<file path="src/rtl/fifo_half_writer_pkg.sv">
// Shared types and widths for the half-width FIFO writer.
package fifo_half_writer_pkg;

    // Full flit width; the FIFO behind this block is half as wide.
    localparam int unsigned DataWidth = 32;
    localparam int unsigned HalfWidth = DataWidth / 2;

    // Encodings are fixed so FIRST and SECOND share bit 0 (= "holding a flit").
    typedef enum logic [1:0] {
        FhwIdle   = 2'b00,
        FhwFirst  = 2'b01,
        FhwSecond = 2'b11
    } fhw_state_e;

endpackage

</file>
<file path="src/rtl/fifo_half_writer.sv">
// Splits full-width flits into two half-width words and pushes them into the
// write port of a half-width FIFO, stalling on full. Lives in the FIFO's write
// clock domain; the read-side wrapper reassembles the pairs downstream.
module fifo_half_writer
    import fifo_half_writer_pkg::*;
#(
    parameter bit          HI_FIRST  = 1'b0,
    parameter int unsigned CNT_WIDTH = 16
) (
    input  logic                 clk,
    input  logic                 rstn,
    input  logic [DataWidth-1:0] in_data,
    input  logic                 in_valid,
    output logic                 in_ready,
    output logic [HalfWidth-1:0] fifo_din,
    output logic                 fifo_wr_en,
    input  logic                 fifo_full,
    output logic                 busy,
    output logic [CNT_WIDTH-1:0] flit_cnt
);

    fhw_state_e           state_q, state_d;
    logic [DataWidth-1:0] hold_q, hold_d;
    logic [CNT_WIDTH-1:0] cnt_q, cnt_d;

    logic                 handshake;
    logic [HalfWidth-1:0] half_lo, half_hi;
    logic [HalfWidth-1:0] first_half, second_half;

    assign half_lo     = hold_q[HalfWidth-1:0];
    assign half_hi     = hold_q[DataWidth-1:HalfWidth];
    assign first_half  = HI_FIRST ? half_hi : half_lo;
    assign second_half = HI_FIRST ? half_lo : half_hi;

    // Handshake-facing outputs; ready never looks at in_valid.
    always_comb begin
        in_ready   = (state_q == FhwIdle) || ((state_q == FhwSecond) && !fifo_full);
        fifo_wr_en = (state_q != FhwIdle) && !fifo_full;
        busy       = (state_q != FhwIdle);
        flit_cnt   = cnt_q;
        // IDLE also shows the first half; nothing is written then.
        fifo_din   = (state_q == FhwSecond) ? second_half : first_half;
    end

    assign handshake = in_valid && in_ready;

    // Next-state, holding register load and completed-flit count.
    always_comb begin
        state_d = state_q;
        hold_d  = hold_q;
        cnt_d   = cnt_q;

        if (handshake) begin
            hold_d = in_data;
        end

        case (state_q)
            FhwIdle: begin
                if (handshake) begin
                    state_d = FhwFirst;
                end
            end
            FhwFirst: begin
                if (!fifo_full) begin
                    state_d = FhwSecond;
                end
            end
            FhwSecond: begin
                if (!fifo_full) begin
                    // Second half goes out now; a new flit may be taken in the same cycle.
                    cnt_d   = cnt_q + CNT_WIDTH'(1);
                    state_d = handshake ? FhwFirst : FhwIdle;
                end
            end
            default: begin
                state_d = FhwIdle;
            end
        endcase
    end

    // State registers with synchronous active-low reset; a held flit is dropped.
    always_ff @(posedge clk) begin
        if (!rstn) begin
            state_q <= FhwIdle;
            hold_q  <= '0;
            cnt_q   <= '0;
        end else begin
            state_q <= state_d;
            hold_q  <= hold_d;
            cnt_q   <= cnt_d;
        end
    end

endmodule

</file>
<file path="config.mk">
export PLATFORM = sky130hd
export DESIGN_NAME = fifo_half_writer
export DESIGN_NICKNAME = d
export VERILOG_FILES = /design/src/rtl/fifo_half_writer_pkg.sv /design/src/rtl/fifo_half_writer.sv
export SDC_FILE = /design/constraint.sdc
export NUM_CORES = 1
export LEC_CHECK = 0
export ABC_AREA = 0
export BUFFER_PORTS_ARGS = -buffer_cell sky130_fd_sc_hd__buf_4
export CORE_MARGIN = 1
export CORE_UTILIZATION = 45
export DETAILED_ROUTE_END_ITERATION = 10
export PLACE_DENSITY = 0.72
export SYNTH_ARGS = -nofsm -noshare
export SYNTH_HDL_FRONTEND = slang
export SYNTH_SLANG_ARGS = --single-unit
</file>
<file path="constraint.sdc">
create_clock -name clk -period 1.85 [get_ports clk]
set_clock_uncertainty 0.05 [all_clocks]
set_input_delay 0.2775 -clock clk [delete_from_list [all_inputs] [get_ports clk]]
set_output_delay 0.2775 -clock clk [all_outputs]
set_load 0.05 [all_outputs]
</file>
==> Yosys cells after proc, flatten, opt, wreduce, memory -nomap -nowiden <==
Index checks and enable logic that the tools add are counted.
W data, S select, Z words.
{ "classes": {"add_sub_neg": 1, "mul": 0, "div_mod_pow": 0, "magnitude_cmp": 0, "eq_ne": 5, "shift": 0, "muxes": 6, "n_bitwise": 1, "reduce_logical": 9} }
{ "op_table": {"columns": ["op", "n"], "rows": [
  ["$add A16 B1 Y16 const B", 1],
  ["$mux W16", 1],
  ["$mux W2", 3],
  ["$ne A2 B2 Y1 const B", 3],
  ["$pmux W2 S3", 1],
  ["$logic_and A1 B1 Y1", 3],
  ["$reduce_and A3 Y1", 1],
  ["$eq A2 B1 Y1 const B", 1],
  ["$eq A2 B2 Y1 const B", 1],
  ["$logic_not A2 Y1", 1],
  ["$reduce_and A2 Y1", 1],
  ["$reduce_bool A2 Y1", 1],
  ["$logic_not A1 Y1", 1],
  ["$logic_or A1 B1 Y1", 1],
  ["$mux W1", 1],
  ["$not A1 Y1", 1]
]} }
{ "word_totals": {"ff_bits": 50, "latchBits": 0, "ram_bits": 0, "mem_bits_ro": 0, "inputBits": 36, "out_inout_bits": 35, "wordCells": 25, "memories": 0} }

==> Depth between registers and ports, before layout <==
{ "depth": {"depth_word": 7, "depth_mapped": 6, "mapped_depth_nobuf": 4} }

==> Least setup slack after synthesis <==
No wires, ideal clock.
{ "synth_path": {"kind": "flip-flop to output port", "from": "register state_q[1]", "to": "output in_ready", "arrival_time_ps": 1974, "required_ps": 1522, "path_slack_ps": -451, "stages_incl_launch_ff": 4, "n_path_buf": 1, "cell_sequence": "dfxtp_1 -> nand2_1 -> clkbuf_1 -> o21ai_0"} }
{ "synth_via": {"elab_chain_cells": 3, "word_cells_on_any_way": 4, "classes_between": "eq/ne (1); reduce/logical (3)"} }
{ "synth_rtl": {"columns": ["item", "line", "rtl"], "rows": [
  ["start: declaration", "fifo_half_writer.sv:22", "fhw_state_e state_q, state_d;"],
  ["start signal: assignment", "fifo_half_writer.sv:84", "state_q <= FhwIdle;"],
  ["start signal: assignment", "fifo_half_writer.sv:88", "state_q <= state_d;"],
  ["$eq A2 B2 Y1", "fifo_half_writer.sv:37", "in_ready = (state_q == FhwIdle) || ((state_q == FhwSecond) && !fifo_full);"],
  ["$logic_and A1 B1 Y1", "fifo_half_writer.sv:37", null],
  ["$logic_or A1 B1 Y1 (*)", "fifo_half_writer.sv:37", null],
  ["end: declaration", "fifo_half_writer.sv:14", "output logic in_ready,"]
]} }
Every way passes the cells marked *; elsewhere a longest branch is shown, timed or not.

==> Worst setup path in the final report <==
{ "layout_path": {"from": "register state_q[0]", "to": "output fifo_din[7]"} }
{ "layout_via": {"elab_chain_cells": 2} }
{ "layout_rtl": {"columns": ["item", "line", "rtl"], "rows": [
  ["$eq A2 B2 Y1", "fifo_half_writer.sv:42", "fifo_din = (state_q == FhwSecond) ? second_half : first_half;"],
  ["$mux W16", "fifo_half_writer.sv:42", null],
  ["end: declaration", "fifo_half_writer.sv:15", "output logic [HalfWidth-1:0] fifo_din,"]
]} }
Every way passes these cells.

==> impl_metrics.csv <==
group,metric,value,unit
synthesis,ys_ff_latch,50,
global_routing,antenna_found_initial,0,
power_and_ir_drop,p_leak,1.41,nW
clocking,ctsRootBufferMaster,"clkbuf_8",
hold_path,min_to,"hold_q[15]",
timing,slew_headroom,0.782,
timing,fin_crit,1.79,ns
routing,vias,1737,
synthesis,yosys.area_share.adder,0.00587,
clocking,ctsHtreeMaxLevel,2,
hold_path,hold_class,"input port to register",
hold_path,min_path_cells,3,
clocking,clock_latency,0.30,ns
routing,drc,0,
global_routing,grt_pass1_vias,1623,
setup_path,reg2reg_to,"flit_cnt[13]",
timing,setup_ws,0.0582,ns
routing,drtIter0Drc,57,
global_routing,grt_overflow_total,0,
power_and_ir_drop,peakVddDrop,0.604,mV
hold_path,worstHoldStart,"in_data[15]",
synthesis,synthCells,214,
clocking,cts_buffer_depth,2,
synthesis,avgSynthCellArea,9.96,sq um
placement,gp_congestion,0.769,
final_layout,diodes,0,
timing,setup_viol,0,
final_layout,nets,323,
timing,tightest_slew,0.326,ns
timing,rsz0062_at_grt,"false",
final_layout,multiInputGateArea,1070,sq um
synthesis,synth_flop_cell,"dfxtp_1",
power_and_ir_drop,p_total,2.19,mW
synthesis,yosys.area_share.simple,0.165,
final_layout,area_growth,35.3,%
final_layout,num-fill-cells,399,
setup_path,ff2ff_path_depth,4,
placement,dp_hpwl,3.02,mm
setup_path,crit_path_max_incr_delay,0.37,ns
timing,min_period_over_period,0.969,
routing,dr.pass1.iters,6,
timing,hold_viol_final,0,
global_routing,grtUsageTotal,0.174,
floorplanning,core_area,4440,sq um
routing,wirelength,4.48,mm
synthesis,syn_area,2130,sq um
setup_path,end_kind,"output port",
final_layout,fin_area,2880,sq um
floorplanning,fp.dieH,70.8,microns
floorplanning,io_pins,71,
routing,wl_per_cell,13.2,microns
synthesis,synth_largest_area_cell,"dfxtp_1",
placement,placed_cells,330,
routing,via_per_inst,5.12,
setup_path,crit_arrival,1.46,ns
global_routing,grt_max_degree,48,
placement,postPlaceCellArea,2760,sq um
floorplanning,fp-row-count,24,
clocking,clock-sinks,50,
synthesis,yosysSeqAreaShare,0.469,
synthesis,synthesis.nets,251,
synthesis,muxShareOfSynthArea,0.239,
synthesis,synth_edf_count,0,
status,status,"completed",
flow_run,cap_viol_max_count,0,
floorplanning,dieArea,5020,sq um
placement,port_buffers,70,
global_routing,grt_pass1_wl,6.98,mm
final_layout,area.sequential,1010,sq um
synthesis,yosys-top-cells-area,"dfxtp_1 (47%), mux2i_1 (15%), mux2_2 (8.5%), nor2_1 (7.6%), xor2_1 (3.3%)",
setup_path,rrSetupSlack,0.16,ns
placement,dp_slack,0.176,ns
setup_path,worstPathCellList,"nand2_4 > clkbuf_16 > mux2_2 > buf_4",
clocking,cts_buffers,5,
final_layout,layoutNonFillerInstCount,339,
synthesis,ys_warn_count,0,
clocking,cts_tree,"built",
timing,drv_slew,0,
setup_path,critPathLaunchType,"register",
synthesis,synth_top_family_by_area,"multiplexers",
synthesis,synthDominantCellAreaShare,0.469,
setup_path,crit_fanout,9,
timing,fmax,558,MHz
setup_path,path_class,"register to output port",
setup_path,r2r-start,"flit_cnt[4]",
synthesis,synth_compound_area_frac,0.0452,
floorplanning,start_util,0.480,
synthesis,synthXorXnorAreaFrac,0.0411,
setup_path,slowest_stage,"dfxtp_2",
final_layout,drive_gt1_frac,0.390,
final_layout,fin_util,0.649,
routing,ant_nets,0,
floorplanning,die_w,70.8,microns
setup_path,worstPathRequired,1.52,ns
clocking,clkTransAtPathRegs,0.09,ns
power_and_ir_drop,powerDensity,760,nW/um^2
synthesis,synthArstFlopShare,0,
synthesis,synth.distinct_cells,28,
[layout by cell type, fill, tap and decap left out, types with 5 or more instances in the layout]
cell      instances
nand2_1           5
clkbuf_8          6
a21oi_1           7
dfxtp_1          41
xor2_1            8
buf_4            72
mux2i_1          33
mux2_2           16
dfxtp_2           9
nor2_1           43
o21ai_0           5
[final cells by class]
class | count | area share
Inverter | 4 | 0.00521
Tap cell | 52 | 0.0226
Multi-Input combinational cell | 149 | 0.373
Sequential cell | 50 | 0.351
Clock inverter | 1 | 0.00174
Timing Repair Buffer | 76 | 0.217
Clock buffer | 7 | 0.0299
[synth_stat cells (3+ instances only)]
master / number
inv_1: 4
nand3_1: 4
mux2_2: 16
a21oi_1: 7
dfxtp_1: 50
o21ai_0: 6
xor2_1: 8
buf_4: 4
clkbuf_1: 7
nand2_1: 6
nor2_1: 43
nand4_1: 4
mux2i_1: 33
or4_1: 3
o31ai_1: 3
[cells by family after synthesis]
group	after synthesis
xor+xnor	10
buf+inv	15
mux	49
fa+ha+maj	1
flops	50
compound gates	17
simple gates	72
[metrics by stage]
step                hold WS (ns)  setup TNS, ns
finish                     0.160              0
global route               0.157              0
CTS                        0.154              0
detailed placement         0.423              0
global placement           0.418              0
floorplan                  0.366        -0.0708
[layer usage]
layer  global-route usage  vias to the layer above  part of all wire
met5                    0                        -                 0
met4               0.0600                        0             0.010
met3               0.0541                        5             0.068
met2                0.294                       52              0.47
met1                0.210                      799              0.46
li1                     -                      881                 -
[what timing repair did]
item                                    in CTS  in global routing
resized for setup                            0                  4
endpoints found under the setup margin       0                 16
hold buffers                                 0                  0
buffers inserted                             0                  0
[power breakdown]
part,switching [mW],total (mW),internal (mW)
clock network,0.336,0.638,0.302
logic,0.222,0.402,0.179
registers,0.0263,1.15,1.12
total,0.585,2.19,1.61
[critical path, delay by kind of cell (launching register included)]
kind,cells,cell delay (ns)
DFF,1,0.37
muxes,1,0.33
and+or+nand+nor,1,0.11
buffers and inverters,2,0.35
[how the worst max path moves through the flow]
stage / startpoint / end / slack, ns / cells past startpoint
6_report: state_q[0] / fifo_din[7] / 0.06 / 4
5_1_grt: state_q[0] / fifo_din[6] / 0.008 / 4
4_1_cts: state_q[0] / fifo_din[5] / 0.02 / 4
3_5_place_dp: flit_cnt[4] / flit_cnt[13] / 0.18 / 4
3_3_place_gp: fifo_full / flit_cnt[14] / 0.23 / 5
2_1_floorplan: state_q[1] / in_ready / -0.07 / 3
[registers in the layout, summed over array words and instances (netlist names)]
name	count
flit_cnt	16
hold_q	32
state_q	2
No activity file was read; power rests on OpenSTA's default activity.
